File: config.mk
export PLATFORM = sky130hd
export DESIGN_NAME = descrambler_4bits_flat
export DESIGN_NICKNAME = d
export VERILOG_FILES = /design/src/rtl/descrambler_4bits_if.sv /design/src/rtl/descrambler_4bits.sv /design/src/flat_wrapper.sv
export SDC_FILE = /design/constraint.sdc
export NUM_CORES = 1
export LEC_CHECK = 0
export CORE_MARGIN = 8
export CORE_UTILIZATION = 45
export CTS_CLUSTER_SIZE = 25
export DETAILED_ROUTE_END_ITERATION = 10
export HOLD_SLACK_MARGIN = 0.06
export PLACE_DENSITY = 0.84
export SLEW_MARGIN = 20
export SYNTH_ARGS = -nofsm -noshare
export SYNTH_HDL_FRONTEND = slang
export SYNTH_SLANG_ARGS = --single-unit
File: constraint.sdc
create_clock -name CLK -period 1.9 [get_ports CLK]
set_input_delay 0.285 -clock CLK [delete_from_list [all_inputs] [get_ports CLK]]
set_output_delay 0.285 -clock CLK [all_outputs]
set_load 0.02 [all_outputs]
File: src/rtl/descrambler_4bits_if.sv
// rtl/descrambler_4bits_if.sv - ciphertext-in / plaintext-out stream handshake bundle
//
// C, IN_VALID, IN_READY  : ciphertext nibble stream into the descrambler
// P, OUT_VALID, OUT_READY: plaintext nibble stream out of the descrambler
// master: the surrounding logic (drives C/IN_VALID, consumes P via OUT_READY)
// slave : the descrambler itself
interface descrambler_4bits_if;
    logic [3:0] C;
    logic       IN_VALID;
    logic       IN_READY;
    logic [3:0] P;
    logic       OUT_VALID;
    logic       OUT_READY;

    modport master (
        output C, IN_VALID, OUT_READY,
        input  IN_READY, P, OUT_VALID
    );

    modport slave (
        input  C, IN_VALID, OUT_READY,
        output IN_READY, P, OUT_VALID
    );
endinterface

File: src/rtl/descrambler_4bits.sv
// rtl/descrambler_4bits.sv - 4-bit LFSR keystream descrambler with one-entry output register
//
// Recovers plaintext P = C ^ K, where K is a Fibonacci LFSR (x^4+x^3+1)
// advanced once per accepted nibble.
//
// Ports:
//   CLK      clock, rising edge
//   RST_N    asynchronous active-low reset
//   LOAD     one-cycle pulse, resynchronises the keystream to SEED_IN
//   SEED_IN  new keystream state (zero is rejected and raises ERR)
//   ERR      sticky: the last LOAD carried a zero seed
//   COUNT    nibbles accepted since reset or the last LOAD (mod 256)
//   bus      stream handshakes (C/IN_VALID/IN_READY, P/OUT_VALID/OUT_READY)
module descrambler_4bits #(
    parameter logic [3:0] SEED = 4'b1001
) (
    input  logic                  CLK,
    input  logic                  RST_N,
    input  logic                  LOAD,
    input  logic [3:0]            SEED_IN,
    output logic                  ERR,
    output logic [7:0]            COUNT,
    descrambler_4bits_if.slave    bus
);

    // State is exactly {ERR, OUT_VALID}, so both outputs come straight
    // from the state register.
    localparam logic [1:0] ST_EMPTY = 2'b00;
    localparam logic [1:0] ST_FULL  = 2'b01;
    localparam logic [1:0] ST_ERROR = 2'b10;

    logic [1:0] state_q;
    logic [1:0] state_d;
    logic [3:0] k_q;
    logic [3:0] k_next;
    logic [3:0] p_q;
    logic [7:0] count_q;
    logic       in_ready;
    logic       accept;
    logic       xfer;

    // fb = K[3]^K[2], shift left
    assign k_next = {k_q[2:0], k_q[3] ^ k_q[2]};

    // Combinational from LOAD and OUT_READY: a full register can be
    // refilled in the same cycle it drains.
    assign in_ready = !LOAD && !state_q[1] && (!state_q[0] || bus.OUT_READY);
    assign accept   = bus.IN_VALID && in_ready;
    assign xfer     = state_q[0] && bus.OUT_READY;

    always_comb begin
        state_d = state_q;
        case (state_q)
            ST_EMPTY: if (accept) state_d = ST_FULL;
            ST_FULL: begin
                if (accept)    state_d = ST_FULL;
                else if (xfer) state_d = ST_EMPTY;
            end
            ST_ERROR: state_d = ST_ERROR;
            default:  state_d = ST_EMPTY;
        endcase
        // LOAD overrides everything, including a pending output.
        if (LOAD) state_d = (SEED_IN != 4'd0) ? ST_EMPTY : ST_ERROR;
    end

    always_ff @(posedge CLK or negedge RST_N) begin
        if (!RST_N) begin
            state_q <= ST_EMPTY;
            k_q     <= SEED;
            p_q     <= 4'd0;
            count_q <= 8'd0;
        end else begin
            state_q <= state_d;
            if (LOAD) begin
                count_q <= 8'd0;
                // A zero seed would lock the LFSR, so K is left alone.
                if (SEED_IN != 4'd0) k_q <= SEED_IN;
            end else if (accept) begin
                p_q     <= bus.C ^ k_q;
                k_q     <= k_next;
                count_q <= count_q + 8'd1;
            end
        end
    end

    assign bus.IN_READY  = in_ready;
    assign bus.P         = p_q;
    assign bus.OUT_VALID = state_q[0];
    assign ERR           = state_q[1];
    assign COUNT         = count_q;

endmodule

File: src/flat_wrapper.sv
// flat-port wrapper written by rule: the top's interface ports become plain ports
module descrambler_4bits_flat 
#(
    parameter logic [3:0] SEED = 4'b1001
)
  (CLK, RST_N, LOAD, SEED_IN, ERR, COUNT, bus_C, bus_IN_VALID, bus_OUT_READY, bus_IN_READY, bus_P, bus_OUT_VALID);
  descrambler_4bits_if bus_i ();
  input  logic CLK;
  input  logic RST_N;
  input  logic LOAD;
  input  logic [3:0] SEED_IN;
  output logic ERR;
  output logic [7:0] COUNT;
  input wire logic [$bits(bus_i.C)-1:0] bus_C;
  input wire logic [$bits(bus_i.IN_VALID)-1:0] bus_IN_VALID;
  input wire logic [$bits(bus_i.OUT_READY)-1:0] bus_OUT_READY;
  output wire logic [$bits(bus_i.IN_READY)-1:0] bus_IN_READY;
  output wire logic [$bits(bus_i.P)-1:0] bus_P;
  output wire logic [$bits(bus_i.OUT_VALID)-1:0] bus_OUT_VALID;
  assign bus_i.C = bus_C;
  assign bus_i.IN_VALID = bus_IN_VALID;
  assign bus_i.OUT_READY = bus_OUT_READY;
  assign bus_IN_READY = bus_i.IN_READY;
  assign bus_P = bus_i.P;
  assign bus_OUT_VALID = bus_i.OUT_VALID;
  descrambler_4bits #(.SEED(SEED)) u_core (.CLK(CLK), .RST_N(RST_N), .LOAD(LOAD), .SEED_IN(SEED_IN), .ERR(ERR), .COUNT(COUNT), .bus(bus_i));
endmodule
After elaboration in Yosys (flattened, before gate mapping)
Cells that the tools add are included.

cells by class
  $add $sub $neg = 1
  $mul = 0
  reduce and logical (&&, ||, !) cells = 14
  shifts and indexed selects = 0
  mux-type cells = 11
  bitwise operators = 3
  equal/unequal tests = 5
  divide/modulo/power cells = 0
  order comparisons = 0

operators by type and width
  operator                                                number
  two-way mux 8 bit                                       2
  two-way mux 4 bit                                       3
  two-way mux 2 bit                                       5
  adder 8 x 1 -> 8 bit (second input constant)            1
  case mux 2 bit (3 select lines)                         1
  AND reduction 2 bit                                     3
  logical AND 1 bit                                       4
  inequality test 4 x 2 -> 1 bit (second input constant)  1
  nonzero test 4 bit                                      1
  XOR 4 bit                                               1
  zero test 1 bit                                         3
  inequality test 3 x 2 -> 1 bit (second input constant)  1
  equality test 2 x 1 -> 1 bit (second input constant)    1
  equality test 2 bit (second input constant)             1
  zero test 2 bit                                         1
  inequality test 2 x 1 -> 1 bit (second input constant)  1
  nonzero test 2 bit                                      1
  logical OR 1 bit                                        1
  NOT 1 bit                                               1
  XOR 1 bit                                               1

storage, ports and cells
  bits in registers = 18
  memory bits (read-only) = 0
  output and inout bits = 15
  latch bits = 0
  memories kept = 0
  memory bits (writable) = 0
  input bits = 13
  word-level logic and storage cells = 38

Longest topological paths before layout
  depth after elaboration = 7
  depth in mapped cells = 8
  gate-level depth less buffers = 5

Worst setup path before layout
No wires, ideal clock.

  path kind = register -> register
  from = register u_core.state_q[0]
  to = register u_core.k_q[2]
  stages on the path, launching flop included = 7
  library setup time = 0.126 ns
  path slack = 0.331 ns
  data arrival time = 1.443 ns
  clock period less this slack = 1.569 ns
  buffers on the path = 2
  required time = 1.774 ns
  cell sequence = dfrtp_1 nor2b_1 clkbuf_1 nor3b_4 buf_6 a211oi_1 a221o_1

between the ends
  longest elaborated chain between the ends = 6

RTL lines
  item                                  RTL line                 RTL
  start: declaration                    descrambler_4bits.sv:32  logic [1:0] state_q;
  start signal: assignment              descrambler_4bits.sv:73  state_q <= state_d;
  zero test 1 bit                       descrambler_4bits.sv:47  assign in_ready = !LOAD && !state_q[1] && (!state_q[0] || bus.OUT_READY);
  logical OR 1 bit                      descrambler_4bits.sv:47
  logical AND 1 bit                     descrambler_4bits.sv:47
  logical AND 1 bit                     descrambler_4bits.sv:48  assign accept = bus.IN_VALID && in_ready;
  nonzero test 2 bit (no source line)   n/a
  AND reduction 2 bit (no source line)  n/a
  end signal: assignment                descrambler_4bits.sv:80  k_q <= k_next;
  end: declaration                      descrambler_4bits.sv:34  logic [3:0] k_q;

No other way between the ends.
A chain may end at the register's enable or synchronous reset.

Final worst setup path
  from = input LOAD
  to = output bus_IN_READY

between the ends
  longest elaborated chain between the ends = 3

RTL lines
  item                             RTL line                 RTL
  start: declaration               flat_wrapper.sv:10       input logic LOAD;
  zero test 1 bit                  descrambler_4bits.sv:47
  logical AND 1 bit (2 in series)  descrambler_4bits.sv:47
  end: declaration                 flat_wrapper.sv:17       output wire logic [$bits(bus_i.IN_READY)-1:0] bus_IN_READY;

No other way between the ends.

==> reports/qor.txt <==
================================================================================
Status                                                                 completed
CTS clock-pin slew for the worst setup and hold paths                     100 ps
Critical setup path kind                                                  in2out
CTS Root Buffer Type                                                    clkbuf_4
Endpoint class of the critical path                                 primary output
Net count, final                                                             139
Register Area                                                            453 um2
Max Freq                                                               0.593 GHz
Number of pins exceeding their max-slew limit in the final report              0
Overall routing resource usage                                             0.130
Worst setup skew after layout                                            2.06 ps
Count of pins on the block boundary                                           28
Fraction of synthesized cell area in xor and xnor cells                   0.0940
Vert. Die Dim                                                            61.5 um
Minimum period implied by the final worst setup slack                    1690 ps
DRC violation total after the first TritonRoute iteration                     16
RePlAce Congestion                                                         0.803
Distinct cell type count after synthesis                                      27
Mean post-synth cell area                                               10.2 um2
Global route overflow                                                          0
Post-detailed-placement cell area                                       1240 um2
Number of sinks handled by clock tree synthesis                               18
Initial standard-cell utilization of the core                              0.475
PnR worst setup slack                                                     215 ps
Wire per inst                                                            14.4 um
1st-pass router iterations                                                     4
Count of hold buffers inserted by post-cts repair                              0
Launching element type of the critical path                         primary input
Deepest clock path buffer count                                                2
Unrepaired setup endpoints after global routing                               no
Wire length reported by the detailed router                              2170 um
Number of warnings reported in the yosys synthesis log                         0
Number of instances resized during post-cts repair                             1
Leakage power figure                                                    0.523 nW
Synthesized-area fraction occupied by and/or/nand/nor cells                0.204
Worst reg2reg endpoint                                              u_core.k_q[1]
Worst hold margin                                                         332 ps
Sequential-to-total area share from yosys stat                             0.486
Wire length of the first global-routing pass                             3640 um
Number of hold-slack violations in the final timing report                     0
Register-to-Register Setup Slack                                          290 ps
Type of the most critical hold path                                     in2async
Max_slew headroom                                                          0.765
Startpoint of the worst register-to-register path                   u_core.state_q[1]
Cell area after synthesis                                                932 um2
Row count                                                                     16
Synthesized-area fraction occupied by adder cells                         0.0134
Cell count after synthesis                                                    91
Worst Path Max Fanout                                                          2
Per-cell via count in the routed design                                     5.10
Area Growth Syn to Fin                                                     37.2%
FILL cells                                                                   170
DRC                                                                            0
Number of global-route vias before repair                                    833
Core Region                                                             1960 um2
Fraction of final layout cells sized beyond drive strength 1               0.129
Width of the chip                                                        61.5 um
Footprint of the multi-input gates                                       412 um2
Worst-skew pair later-pin latency                                         290 ps
Count of antenna-violating nets left after detailed routing                    0
Overall die area                                                        3780 um2
Finish-stage setup viols                                                       0
Combinational family with the most area after synthesis             simple AND/OR/NAND/NOR gates
Fraction of the mapped netlist area in compound gates                     0.0966
Number of maximum-capacitance violations                                       0
CTS tree                                                                     yes
Initial antenna violation count                                                0
Final clock period utilization by the worst path                           0.887
Setup bufs post-CTS                                                            0
Vias                                                                         770
Number of CTS-inserted buffers                                                 3
Post-route setup TNS                                                        0 ps
Count of input and output buffers                                             27
Worst IR Drop VDD                                                       0.408 mV
Worst path required time                                                 1620 ps
Deepest level of the CTS H-tree                                                1
Placed wire-length estimate after detailed placement                     1700 um
Area of all placed cells without fillers                                1280 um2
Net count of the mapped netlist                                              105
Data arrival time of the critical path                                   1400 ps
Number of synthesized register bits                                           18
Power density over the cells                                          738 nW/um2
Maximum number of pins on one net before global-route repair                  19
Post-synthesis mux area share                                             0.0336
Worst-margin pin slew                                                     349 ps
Pre-CTS setup slack                                                     -69.6 ps
Worst Reg2Reg Path Length in Cells                                             6
Ant diodes                                                                     0
================================================================================
==> layout by cell type, fill, tap and decap left out <==
cell	Yosys	layout
nor2b_1	2	2
nor3b_4	1	1
nand2b_1	3	3
clkbuf_8	0	1
o21ai_0	2	2
a221o_1	3	3
dlygate4sd2_1	0	1
clkdlybuf4s50_1	0	26
a211oi_1	3	3
dfstp_2	2	2
nand3_1	2	2
nand2_1	5	5
xor2_1	1	1
ha_1	1	1
nor4b_1	1	1
nor2_1	14	14
xnor2_1	9	9
inv_1	4	4
or4_1	1	1
a21oi_1	4	4
or2_1	1	1
clkbuf_4	0	3
mux2i_1	2	2
nor4_1	3	3
mux2_2	1	1
buf_4	0	8
dfrtp_1	16	16
a22oi_1	1	1
nor3_1	1	1
nand4_1	2	2
==> cells by family (layout without fill, tap and decap cells) <==
family / Yosys count / in the layout
multiplexers: 3 / 3
XOR/XNOR: 10 / 10
adder cells (fa/ha/maj): 1 / 1
buffers and inverters: 10 / 43
flip-flops: 18 / 18
AND/OR/NAND/NOR: 36 / 36
AO/OA/AOI/OAI: 13 / 13
==> routing by layer <==
layer | track usage | vias to the layer above | wire length (um)
met5 | 0 | - | 0
met4 | 0.0942 | 0 | 55
met3 | 0.0271 | 6 | 92
met2 | 0.229 | 19 | 1180
met1 | 0.132 | 367 | 844
li1 | - | 378 | -
==> worst max-delay path, stage by stage <==
cell and delay (ps):
clkdlybuf4s50_1 420, or2_1 250, nor2_1 100, dlygate4sd2_1 340
==> cell usage after synthesis <==
cell | count | area [um2]
or2_1 | 1 | 6.26
ha_1 | 1 | 12.5
nor2b_1 | 2 | 12.5
o21ai_0 | 2 | 10.0
xor2_1 | 1 | 8.76
nand4_1 | 2 | 12.5
a221o_1 | 3 | 30.0
dfstp_2 | 2 | 52.6
nor3_1 | 1 | 5.00
mux2_2 | 1 | 11.3
xnor2_1 | 9 | 78.8
nand2_1 | 5 | 18.8
inv_1 | 4 | 15.0
a21oi_1 | 4 | 20.0
a22oi_1 | 1 | 7.51
nand2b_1 | 3 | 18.8
a211oi_1 | 3 | 22.5
nand3_1 | 2 | 10.0
or4_1 | 1 | 7.51
nor3b_4 | 1 | 18.8
buf_6 | 4 | 45.0
nor4b_1 | 1 | 8.76
nor4_1 | 3 | 18.8
clkbuf_1 | 2 | 7.51
nor2_1 | 14 | 52.6
dfrtp_1 | 16 | 400
mux2i_1 | 2 | 20.0
==> worst max-delay path by stage <==
stage | slack, ps | end | start | cells past startpoint
2_1_floorplan | 330 | u_core.k_q[2] | u_core.state_q[0] | 6
3_3_place_gp | -80 | bus_IN_READY | LOAD | 4
3_5_place_dp | -70 | bus_IN_READY | LOAD | 4
4_1_cts | 210 | bus_IN_READY | LOAD | 4
5_1_grt | 160 | COUNT[0] | u_core.COUNT[0] | 1
6_report | 210 | bus_IN_READY | LOAD | 4
==> metrics by stage <==
stage | total power [W] | utilization | std cells
after floorplan | 0.000594 | - | 91
after global placement | 0.000706 | 0.634 | 147
after detailed placement | 0.000718 | 0.634 | 147
after CTS | 0.000953 | 0.652 | 151
after global routing | 0.000999 | 0.652 | 151
final | 0.000944 | 0.652 | 151
==> sequential cells by signal (all words and copies together) (netlist names) <==
signal / count
u_core.state_q: 2
u_core.COUNT: 8
u_core.bus.P: 4
u_core.k_q: 4
==> report_power, final <==
group | total (W) | leakage (nW) | internal [W] | switching [W]
Combinational | 0.000245 | 0.276 | 0.000127 | 0.000118
Clock | 0.000238 | 0.0210 | 0.000117 | 0.000121
Sequential | 0.000462 | 0.226 | 0.000427 | 0.0000346
==> layout make-up <==
class | instances | area share
repair buffers | 35 | 0.257
well taps | 27 | 0.0264
inverters | 4 | 0.0117
multi-input cells | 63 | 0.322
clock buffers | 4 | 0.0284
flip-flops and latches | 18 | 0.354
Note: power is estimated with default switching activity, not from simulation.
